==> config.mk <==
export PLATFORM = sky130hd
export DESIGN_NAME = wb_lsu_master_flat
export DESIGN_NICKNAME = d
export VERILOG_FILES = /design/src/rtl/wb_lsu_master_pkg.sv /design/src/rtl/wb_lsu_master_if.sv /design/src/rtl/wb_lsu_extend.sv /design/src/rtl/wb_lsu_master.sv /design/src/flat_wrapper.sv
export SDC_FILE = /design/constraint.sdc
export NUM_CORES = 1
export LEC_CHECK = 0
export ABC_AREA = 1
export CAP_MARGIN = 5
export CORE_AREA = 3 3 114 116
export CTS_CLUSTER_DIAMETER = 50
export DETAILED_ROUTE_END_ITERATION = 7
export DIE_AREA = 0 0 117 119
export PLACE_DENSITY = 0.79
export SYNTH_ARGS = -nofsm -noshare
export SYNTH_HDL_FRONTEND = slang
export SYNTH_SLANG_ARGS = --single-unit
==> constraint.sdc <==
create_clock -name wb_clk_i -period 3.9 [get_ports wb_clk_i]
set_input_delay 0.78 -clock wb_clk_i [delete_from_list [all_inputs] [get_ports wb_clk_i]]
set_output_delay 0.78 -clock wb_clk_i [all_outputs]
set_load 0.01 [all_outputs]
==> src/rtl/wb_lsu_master_pkg.sv <==
// Shared definitions for the Wishbone load/store master: size codes, lane-select
// encodings, FSM states and small decode helpers.
package wb_lsu_master_pkg;

    typedef enum logic [1:0] {
        SZ_BYTE = 2'd0,
        SZ_HALF = 2'd1,
        SZ_WORD = 2'd2,
        SZ_TAG  = 2'd3
    } lsu_size_e;

    typedef enum logic [1:0] {
        ST_IDLE,
        ST_BUS,
        ST_CHECK,
        ST_FAULT
    } lsu_state_e;

    // The RAM decodes the operation from wb_sel; 0101 marks a tag access.
    localparam logic [3:0] WB_SEL_BYTE = 4'b0001;
    localparam logic [3:0] WB_SEL_HALF = 4'b0011;
    localparam logic [3:0] WB_SEL_WORD = 4'b1111;
    localparam logic [3:0] WB_SEL_TAG  = 4'b0101;

    function automatic logic [3:0] sel_for_size(input lsu_size_e size);
        logic [3:0] sel;
        case (size)
            SZ_BYTE: sel = WB_SEL_BYTE;
            SZ_HALF: sel = WB_SEL_HALF;
            SZ_WORD: sel = WB_SEL_WORD;
            default: sel = WB_SEL_TAG;
        endcase
        return sel;
    endfunction

    // Tag ops address a whole granule, so they can never be misaligned.
    function automatic logic is_misaligned(input lsu_size_e size, input logic [1:0] addr_lo);
        return ((size == SZ_HALF) && addr_lo[0]) ||
               ((size == SZ_WORD) && (addr_lo != 2'b00));
    endfunction

endpackage

==> src/rtl/wb_lsu_master_if.sv <==
// Core request/response and Wishbone/tag-RAM signal bundle for wb_lsu_master.
// master = the LSU view; slave = the core + RAM side.
interface wb_lsu_master_if #(
    parameter int WB_DATA_WIDTH = 32,
    parameter int WB_ADDR_WIDTH = 32,
    parameter int WB_SEL_WIDTH  = 4
) ();

    logic                     req_valid_i;
    logic                     req_ready_o;
    logic                     req_we_i;
    logic [1:0]               req_size_i;
    logic                     req_unsigned_i;
    logic                     req_check_i;
    logic [WB_ADDR_WIDTH-1:0] req_addr_i;
    logic [WB_DATA_WIDTH-1:0] req_data_i;

    logic                     resp_valid_o;
    logic [WB_DATA_WIDTH-1:0] resp_data_o;
    logic                     resp_misalign_o;
    logic                     resp_buserr_o;
    logic                     resp_tagfault_o;

    logic [WB_ADDR_WIDTH-1:0] wb_addr_o;
    logic [WB_DATA_WIDTH-1:0] wb_data_o;
    logic [WB_SEL_WIDTH-1:0]  wb_sel_o;
    logic                     wb_we_o;
    logic                     wb_cyc_o;
    logic                     wb_stb_o;
    logic [WB_DATA_WIDTH-1:0] wb_data_i;
    logic                     wb_ack_i;

    logic                     check_tags_o;
    logic                     tag_mismatch_i;
    logic                     clear_mismatch_o;

    modport master (
        input  req_valid_i, req_we_i, req_size_i, req_unsigned_i, req_check_i,
               req_addr_i, req_data_i, wb_data_i, wb_ack_i, tag_mismatch_i,
        output req_ready_o, resp_valid_o, resp_data_o, resp_misalign_o, resp_buserr_o,
               resp_tagfault_o, wb_addr_o, wb_data_o, wb_sel_o, wb_we_o, wb_cyc_o,
               wb_stb_o, check_tags_o, clear_mismatch_o
    );

    modport slave (
        output req_valid_i, req_we_i, req_size_i, req_unsigned_i, req_check_i,
               req_addr_i, req_data_i, wb_data_i, wb_ack_i, tag_mismatch_i,
        input  req_ready_o, resp_valid_o, resp_data_o, resp_misalign_o, resp_buserr_o,
               resp_tagfault_o, wb_addr_o, wb_data_o, wb_sel_o, wb_we_o, wb_cyc_o,
               wb_stb_o, check_tags_o, clear_mismatch_o
    );

endinterface

==> src/rtl/wb_lsu_extend.sv <==
// Load-data extension: right-justified RAM data widened to the full register
// width by sign or zero extension; word and tag results pass through.
module wb_lsu_extend
    import wb_lsu_master_pkg::*;
#(
    parameter int WB_DATA_WIDTH = 32
) (
    input  logic [WB_DATA_WIDTH-1:0] i_data,
    input  lsu_size_e                i_size,
    input  logic                     i_unsigned,
    output logic [WB_DATA_WIDTH-1:0] o_data
);

    logic w_byte_fill;
    logic w_half_fill;

    assign w_byte_fill = !i_unsigned && i_data[7];
    assign w_half_fill = !i_unsigned && i_data[15];

    always_comb begin
        o_data = i_data;
        case (i_size)
            SZ_BYTE: o_data = {{(WB_DATA_WIDTH-8){w_byte_fill}}, i_data[7:0]};
            SZ_HALF: o_data = {{(WB_DATA_WIDTH-16){w_half_fill}}, i_data[15:0]};
            default: o_data = i_data;
        endcase
    end

endmodule

==> src/rtl/wb_lsu_master.sv <==
// Single-outstanding load/store master in front of the tagged Wishbone RAM:
// one classic cycle per request, with misalign, timeout and tag-fault reporting.
module wb_lsu_master
    import wb_lsu_master_pkg::*;
#(
    parameter int WB_DATA_WIDTH  = 32,
    parameter int WB_ADDR_WIDTH  = 32,
    parameter int WB_SEL_WIDTH   = 4,
    parameter int TIMEOUT_CYCLES = 64
) (
    input  logic            wb_clk_i,
    input  logic            wb_rst_i,
    wb_lsu_master_if.master bus
);

    localparam int CNT_W = $clog2(TIMEOUT_CYCLES);
    localparam logic [CNT_W-1:0] CNT_LAST = CNT_W'(TIMEOUT_CYCLES - 1);

    lsu_state_e               r_state;
    lsu_state_e               w_next;
    logic                     r_we;
    lsu_size_e                r_size;
    logic                     r_unsigned;
    logic                     r_check;
    logic [WB_ADDR_WIDTH-1:0] r_addr;
    logic [WB_DATA_WIDTH-1:0] r_wdata;
    logic [WB_DATA_WIDTH-1:0] r_rdata;
    logic [CNT_W-1:0]         r_cnt;

    lsu_size_e                w_req_size;
    logic                     w_accept;
    logic                     w_timeout;
    logic [WB_DATA_WIDTH-1:0] w_ext;

    assign w_req_size = lsu_size_e'(bus.req_size_i);
    assign w_accept   = (r_state == ST_IDLE) && bus.req_valid_i;
    // An ack arriving in the last allowed cycle still completes the access.
    assign w_timeout  = (r_cnt == CNT_LAST) && !bus.wb_ack_i;

    always_ff @(posedge wb_clk_i or posedge wb_rst_i) begin
        if (wb_rst_i) begin
            r_state <= ST_IDLE;
        end else begin
            r_state <= w_next;
        end
    end

    always_ff @(posedge wb_clk_i or posedge wb_rst_i) begin
        if (wb_rst_i) begin
            r_we       <= 1'b0;
            r_size     <= SZ_BYTE;
            r_unsigned <= 1'b0;
            r_check    <= 1'b0;
            r_addr     <= '0;
            r_wdata    <= '0;
            r_rdata    <= '0;
            r_cnt      <= '0;
        end else begin
            if (w_accept) begin
                r_we       <= bus.req_we_i;
                r_size     <= w_req_size;
                r_unsigned <= bus.req_unsigned_i;
                r_check    <= bus.req_check_i && (w_req_size != SZ_TAG);
                r_addr     <= bus.req_addr_i;
                r_wdata    <= bus.req_data_i;
            end
            if ((r_state == ST_BUS) && bus.wb_ack_i) begin
                r_rdata <= bus.wb_data_i;
            end
            r_cnt <= (r_state == ST_BUS) ? r_cnt + 1'b1 : '0;
        end
    end

    wb_lsu_extend #(
        .WB_DATA_WIDTH(WB_DATA_WIDTH)
    ) u_extend (
        .i_data    (r_rdata),
        .i_size    (r_size),
        .i_unsigned(r_unsigned),
        .o_data    (w_ext)
    );

    always_comb begin
        w_next               = r_state;
        bus.req_ready_o      = 1'b0;
        bus.resp_valid_o     = 1'b0;
        bus.resp_data_o      = '0;
        bus.resp_misalign_o  = 1'b0;
        bus.resp_buserr_o    = 1'b0;
        bus.resp_tagfault_o  = 1'b0;
        bus.wb_addr_o        = '0;
        bus.wb_data_o        = '0;
        bus.wb_sel_o         = '0;
        bus.wb_we_o          = 1'b0;
        bus.wb_cyc_o         = 1'b0;
        bus.wb_stb_o         = 1'b0;
        bus.check_tags_o     = 1'b0;
        bus.clear_mismatch_o = 1'b0;

        unique case (r_state)
            ST_IDLE: begin
                bus.req_ready_o = 1'b1;
                if (bus.req_valid_i) begin
                    w_next = is_misaligned(w_req_size, bus.req_addr_i[1:0]) ? ST_FAULT : ST_BUS;
                end
            end
            ST_FAULT: begin
                bus.resp_valid_o    = 1'b1;
                bus.resp_misalign_o = 1'b1;
                w_next              = ST_IDLE;
            end
            ST_BUS: begin
                bus.wb_addr_o = r_addr;
                bus.wb_data_o = r_wdata;
                bus.wb_sel_o  = sel_for_size(r_size);
                bus.wb_we_o   = r_we;
                if (w_timeout) begin
                    bus.resp_valid_o  = 1'b1;
                    bus.resp_buserr_o = 1'b1;
                    w_next            = ST_IDLE;
                end else begin
                    // cyc/stb held through the ack cycle: the RAM samples the tag then.
                    bus.wb_cyc_o     = 1'b1;
                    bus.wb_stb_o     = 1'b1;
                    bus.check_tags_o = r_check;
                    if (bus.wb_ack_i) begin
                        w_next = ST_CHECK;
                    end
                end
            end
            ST_CHECK: begin
                bus.resp_valid_o     = 1'b1;
                bus.resp_tagfault_o  = bus.tag_mismatch_i && r_check;
                bus.clear_mismatch_o = 1'b1;
                if (!r_we && !(bus.tag_mismatch_i && r_check)) begin
                    bus.resp_data_o = w_ext;
                end
                w_next = ST_IDLE;
            end
            default: w_next = ST_IDLE;
        endcase
    end

endmodule

==> src/flat_wrapper.sv <==
// flat-port wrapper written by rule: the top's interface ports become plain ports
module wb_lsu_master_flat import wb_lsu_master_pkg::*;
#(
    parameter int WB_DATA_WIDTH  = 32,
    parameter int WB_ADDR_WIDTH  = 32,
    parameter int WB_SEL_WIDTH   = 4,
    parameter int TIMEOUT_CYCLES = 64
)
  (wb_clk_i, wb_rst_i, bus_req_valid_i, bus_req_we_i, bus_req_size_i, bus_req_unsigned_i, bus_req_check_i, bus_req_addr_i, bus_req_data_i, bus_wb_data_i, bus_wb_ack_i, bus_tag_mismatch_i, bus_req_ready_o, bus_resp_valid_o, bus_resp_data_o, bus_resp_misalign_o, bus_resp_buserr_o, bus_resp_tagfault_o, bus_wb_addr_o, bus_wb_data_o, bus_wb_sel_o, bus_wb_we_o, bus_wb_cyc_o, bus_wb_stb_o, bus_check_tags_o, bus_clear_mismatch_o);
  wb_lsu_master_if #(.WB_DATA_WIDTH(WB_DATA_WIDTH), .WB_ADDR_WIDTH(WB_ADDR_WIDTH), .WB_SEL_WIDTH(WB_SEL_WIDTH)) bus_i ();
  input  logic wb_clk_i;
  input  logic wb_rst_i;
  input wire logic [$bits(bus_i.req_valid_i)-1:0] bus_req_valid_i;
  input wire logic [$bits(bus_i.req_we_i)-1:0] bus_req_we_i;
  input wire logic [$bits(bus_i.req_size_i)-1:0] bus_req_size_i;
  input wire logic [$bits(bus_i.req_unsigned_i)-1:0] bus_req_unsigned_i;
  input wire logic [$bits(bus_i.req_check_i)-1:0] bus_req_check_i;
  input wire logic [$bits(bus_i.req_addr_i)-1:0] bus_req_addr_i;
  input wire logic [$bits(bus_i.req_data_i)-1:0] bus_req_data_i;
  input wire logic [$bits(bus_i.wb_data_i)-1:0] bus_wb_data_i;
  input wire logic [$bits(bus_i.wb_ack_i)-1:0] bus_wb_ack_i;
  input wire logic [$bits(bus_i.tag_mismatch_i)-1:0] bus_tag_mismatch_i;
  output wire logic [$bits(bus_i.req_ready_o)-1:0] bus_req_ready_o;
  output wire logic [$bits(bus_i.resp_valid_o)-1:0] bus_resp_valid_o;
  output wire logic [$bits(bus_i.resp_data_o)-1:0] bus_resp_data_o;
  output wire logic [$bits(bus_i.resp_misalign_o)-1:0] bus_resp_misalign_o;
  output wire logic [$bits(bus_i.resp_buserr_o)-1:0] bus_resp_buserr_o;
  output wire logic [$bits(bus_i.resp_tagfault_o)-1:0] bus_resp_tagfault_o;
  output wire logic [$bits(bus_i.wb_addr_o)-1:0] bus_wb_addr_o;
  output wire logic [$bits(bus_i.wb_data_o)-1:0] bus_wb_data_o;
  output wire logic [$bits(bus_i.wb_sel_o)-1:0] bus_wb_sel_o;
  output wire logic [$bits(bus_i.wb_we_o)-1:0] bus_wb_we_o;
  output wire logic [$bits(bus_i.wb_cyc_o)-1:0] bus_wb_cyc_o;
  output wire logic [$bits(bus_i.wb_stb_o)-1:0] bus_wb_stb_o;
  output wire logic [$bits(bus_i.check_tags_o)-1:0] bus_check_tags_o;
  output wire logic [$bits(bus_i.clear_mismatch_o)-1:0] bus_clear_mismatch_o;
  assign bus_i.req_valid_i = bus_req_valid_i;
  assign bus_i.req_we_i = bus_req_we_i;
  assign bus_i.req_size_i = bus_req_size_i;
  assign bus_i.req_unsigned_i = bus_req_unsigned_i;
  assign bus_i.req_check_i = bus_req_check_i;
  assign bus_i.req_addr_i = bus_req_addr_i;
  assign bus_i.req_data_i = bus_req_data_i;
  assign bus_i.wb_data_i = bus_wb_data_i;
  assign bus_i.wb_ack_i = bus_wb_ack_i;
  assign bus_i.tag_mismatch_i = bus_tag_mismatch_i;
  assign bus_req_ready_o = bus_i.req_ready_o;
  assign bus_resp_valid_o = bus_i.resp_valid_o;
  assign bus_resp_data_o = bus_i.resp_data_o;
  assign bus_resp_misalign_o = bus_i.resp_misalign_o;
  assign bus_resp_buserr_o = bus_i.resp_buserr_o;
  assign bus_resp_tagfault_o = bus_i.resp_tagfault_o;
  assign bus_wb_addr_o = bus_i.wb_addr_o;
  assign bus_wb_data_o = bus_i.wb_data_o;
  assign bus_wb_sel_o = bus_i.wb_sel_o;
  assign bus_wb_we_o = bus_i.wb_we_o;
  assign bus_wb_cyc_o = bus_i.wb_cyc_o;
  assign bus_wb_stb_o = bus_i.wb_stb_o;
  assign bus_check_tags_o = bus_i.check_tags_o;
  assign bus_clear_mismatch_o = bus_i.clear_mismatch_o;
  wb_lsu_master #(.WB_DATA_WIDTH(WB_DATA_WIDTH), .WB_ADDR_WIDTH(WB_ADDR_WIDTH), .WB_SEL_WIDTH(WB_SEL_WIDTH), .TIMEOUT_CYCLES(TIMEOUT_CYCLES)) u_core (.wb_clk_i(wb_clk_i), .wb_rst_i(wb_rst_i), .bus(bus_i));
endmodule
Word level (Yosys, flattened, before mapping) --
Cells that the tools add are included.
Storage, ports and cells: bits of input ports 106, bits in registers 109
Cells by class: muxes and demuxes 25, reduce and logical (&&, ||, !) cells 20, eq/ne operators 11, add/sub/neg operators 1
Operator list (count):
- 32-bit two-way mux | 4
- 32-bit case mux with 2 select lines | 1
- 4-bit case mux with 3 select lines | 1
- 1-bit two-way mux | 11
- 1-bit logical AND | 10
- 2-bit equality test, second input constant | 4
- 2-bit two-way mux | 4
- 6-bit by 1-bit adder with 6-bit output, second input constant | 1
- 2-bit by 1-bit equality test with 1-bit output, second input constant | 3
- 6-bit equality test, second input constant | 1
- 6-bit two-way mux | 1
- 2-bit case mux with 3 select lines | 1
- 1-bit zero test | 4
- 2-bit zero test | 2
- 4-bit two-way mux | 1
- 2-bit != test, second input constant | 2
- 3-bit by 2-bit != test with 1-bit output, second input constant | 1
- 1-bit case mux with 2 select lines | 1
- 2-bit AND reduction | 1
- 2-bit nonzero test | 1
- 2-bit OR reduction | 1
- 1-bit logical OR | 1

Logic depth before layout (Yosys ltp) --
word-level depth 6, depth in mapped cells 8, mapped depth without buffers 7

Hierarchy --
A second synthesis with hierarchy kept.
Unflattened totals: cells, all modules 717, area total of the unflattened synthesis 5426.5 um^2
Modules (own cells, without submodules):
- wb_lsu_master | cells an instance 646, instances 1, area each 5022.3 um^2
- wb_lsu_extend | cells an instance 71, instances 1, area each 404.1 um^2

Worst setup path after synthesis --
OpenSTA, ideal clock, no wires.
kind in2out, start input bus_wb_ack_i, end output bus_resp_valid_o, path slack 1.589 ns, arrival 1.531 ns, data required time 3.120 ns, stages 5, cell sequence clkbuf_1 > nor2_1 > nand2_1 > nor2_1 > or2_2
Between the ends: longest elaborated chain between the ends 4
Ends and longest elaborated chain:
- start, declared | RTL line flat_wrapper.sv:21 | input wire logic [$bits(bus_i.wb_ack_i)-1:0] bus_wb_ack_i;
- 1-bit zero test | RTL line wb_lsu_master.sv:38 | assign w_timeout = (r_cnt == CNT_LAST) && !bus.wb_ack_i;
- 1-bit logical AND | RTL line wb_lsu_master.sv:38
- 1-bit two-way mux | RTL line wb_lsu_master.sv:117 | if (w_timeout) begin
- 1-bit case mux with 2 select lines | RTL line wb_lsu_master.sv:100 | unique case (r_state)
- end, declared | RTL line flat_wrapper.sv:24 | output wire logic [$bits(bus_i.resp_valid_o)-1:0] bus_resp_valid_o;
No other way between the ends.

Worst setup path in the final report --
start register u_core.r_size[0], end output bus_resp_data_o[24]
Between the ends: longest elaborated chain between the ends 4, elaborated cells on any way between the ends 5, those cells by class eq/ne: 1; mux: 3; reduce/logical: 1
Ends and longest elaborated chain:
- start, declared | RTL line wb_lsu_master.sv:22 | lsu_size_e r_size;
- start signal, assigned | RTL line wb_lsu_master.sv:61 | r_size <= w_req_size;
- 2-bit by 1-bit equality test with 1-bit output / 2-bit zero test (equally long branches) | RTL line wb_lsu_extend.sv:22 | case (i_size)
- 32-bit case mux with 2 select lines (*) | RTL line wb_lsu_extend.sv:22
- 32-bit two-way mux (*) | RTL line wb_lsu_master.sv:135 | if (!r_we && !(bus.tag_mismatch_i && r_check)) begin
- 32-bit two-way mux (*) | RTL line wb_lsu_master.sv:100
- end, declared | RTL line flat_wrapper.sv:25 | output wire logic [$bits(bus_i.resp_data_o)-1:0] bus_resp_data_o;
Mark *: on every way between the ends. The rest lies on a longest branch, timed or not.

==> flow_summary.toml <==
[timing]
relSlewSlack_pct = 50.39
setup_viol = 0
rsz0062_at_grt = "no"
slew_viol_final = 0
finalHoldViolations = 0
fin_crit_ns = 3.366
tightest_slew_ns = 0.7442
post-route-period-util_pct = 86.30
clock.fmax_ghz = 0.2971
timing.setup.tns_ns = 0
finClkSkew_ns = 0.006173

[clock_tree]
cts_setup_buffers = 0
cts_htree_levels = 3
clk_latency_ns = 0.34
cts_inserted_buffers = 9
ctsResizeCount = 0
cts_tree = "yes"
cts.sinks = 109
clk_pin_slew_ns = 0.07
cts_buffer_depth = 2
clock-root-buffer = "clkbuf_16"
cts.hold.buffers_added = 0

[min_path]
min_to = "u_core.r_cnt[0]$_DFF_PP0_"
min_from = "u_core.r_cnt[0]$_DFF_PP0_"
worstHoldPathType = "register to register"
hold-path-cell-count = 1

[cells_and_area]
diodes = 0
final_common_cell = "clkdlybuf4s50_1"
drive_gt1_share_pct = 4.773
multi_input_area_sq_um = 1773
stdcell_count = 1006
nets = 966
most-common-layout-cells = "clkdlybuf4s50_1, nand2_1, nor2_1"
nFillCells = 1050
syn_to_final_growth_pct = 48.68
ff_latch_area_sq_um = 2728

[run_status]
status = "completed"

[critical_path]
rrSetupSlack_ns = 1.96
crit_fanout = 16
r2r_end = "u_core.r_rdata[29]$_DFFE_PP0P_"
worstReg2RegStart = "u_core.r_state[1]$_DFFE_PP0P_"
critPathLaunchType = "register"
reg2regPathDepth = 6
critical_path_class = "register to output pin"
arrival_ns = 2.59
crit_path_end_kind = "output pin"
cp.required_ns = 3.12

[logic_synthesis]
synth_nets = 765
synth-seq-cells = 109
synthCells = 653
ys_warn_count = 0
avgSynthCellArea_sq_um = 7.888
synth_area_sq_um = 5151
synth_cell_types = 23
yosysSeqAreaShare_pct = 52.95

[global_routing]
grt_max_degree = 60
grt_pass1_vias = 4385
antenna_found_initial = 0
grt_pass1_wl_um = 21650
grtUsageTotal_pct = 19.34
grt-ovfl-total = 0

[routing]
via_per_inst = 4.602
drtIter0Drc = 307
firstDrtPassIters = 5
wl_um = 13420
ant_nets = 0
vias = 4630
drc = 0
wire_per_inst_um = 13.34

[power_and_ir_drop]
ir_drop_uv = 303.1
leakagePower_nw = 3.659
power_density_nw_per_um2 = 696.5

[placed_design]
dp_hpwl_um = 9966
dp_cells = 990
numPortBuffers = 215
routabilityCongestion = 0.8385

[floorplanning]
io_pins = 216
die_w_um = 117
core_sq_um = 12010
num_rows = 40
die_h_um = 119
initial_utilization_pct = 42.89
die_area_sq_um = 13920

[flow_run]
max_cap_viol_count = 0
cell families after synthesis:
kind of cell    after synthesis  share of synthesized area [%]
simple gates                277                          21.69
buf+inv                     148                          12.63
compound gates              113                          11.27
flops                       109                          52.95
fa+ha+maj                     6                          1.457
report_power, final:
part | switching (W) | internal (W) | total [W]
registers | 0.000177 | 0.00164 | 0.00182
logic | 0.00144 | 0.00114 | 0.00258
clock network | 0.000415 | 0.000518 | 0.000933
flip-flops by register name, indices dropped and copies added (netlist names):
signal,cells
u_core.r_addr,32
u_core.r_check,1
u_core.r_cnt,6
u_core.r_rdata,32
u_core.r_size,2
u_core.r_state,2
u_core.r_unsigned,1
u_core.r_wdata,32
u_core.r_we,1
area by class of cell:
class,instances,share of cell area (%)
clock buffer,11,3.169
clock inverter,5,0.7678
inverter,112,5.555
multi-input combinational,396,23.15
sequential,109,35.62
tap,147,2.402
timing repair buffer,226,29.34
critical path, cell delays in order, from the launching register on:
cell             delay [ns]
dfrtp_1                0.41
inv_1                  0.11
ha_1                   0.41
nand3_2                0.24
nand3b_1               0.19
nand2_4                0.15
a21oi_1                0.17
clkdlybuf4s50_1        0.55
layer usage:
metal	track usage, %	share of wire [%]	vias to the layer above
met5	0	0	-
met4	5.591	1.4	0
met3	6.402	11	15
met2	30.41	44	180
met1	25.41	44	2061
li1	-	-	2374
through the flow:
stage	worst slack [ns]	hold slack [ns]	utilization [%]	power, W	instance area (sq um)
2_1_floorplan	0.2461	0.4319	-	0.003365	5151
3_3_place_gp	0.6679	0.4500	61.25	0.004388	7357
3_5_place_dp	0.6183	0.4563	61.25	0.004443	7357
4_1_cts	0.5075	0.4705	63.76	0.005393	7659
5_1_grt	0.3087	0.4872	63.76	0.005773	7659
6_report	0.5344	0.4674	63.76	0.005334	7659
synth_stat cells, drive strengths merged:
master | count | area share (%)
a21oi | 33 | 3.5
buf | 32 | 4.2
clkbuf | 4 | 0.29
dfrtp | 109 | 53
ha | 6 | 1.5
inv | 112 | 8.2
nand2 | 128 | 9.6
nand3 | 22 | 2.2
nand3b | 1 | 0.15
nor2 | 118 | 8.9
nor3 | 7 | 0.68
o21ai | 80 | 7.8
or2 | 1 | 0.12
how the worst max path moves through the flow:
| stage | from | to | slack (ns) |
|---|---|---|---|
| floorplan | wb_rst_i | u_core.r_addr[0]$_DFFE_PP0P_ | 0.25 |
| global placement | bus_tag_mismatch_i | bus_resp_data_o[3] | 0.67 |
| detailed placement | bus_tag_mismatch_i | bus_resp_data_o[24] | 0.62 |
| CTS | u_core.r_size[1]$_DFFE_PP0P_ | bus_resp_data_o[24] | 0.51 |
| global route | u_core.r_size[0]$_DFFE_PP0P_ | bus_resp_data_o[25] | 0.31 |
| finish | u_core.r_size[0]$_DFFE_PP0P_ | bus_resp_data_o[24] | 0.53 |
Power figures use the tool's default switching activity.
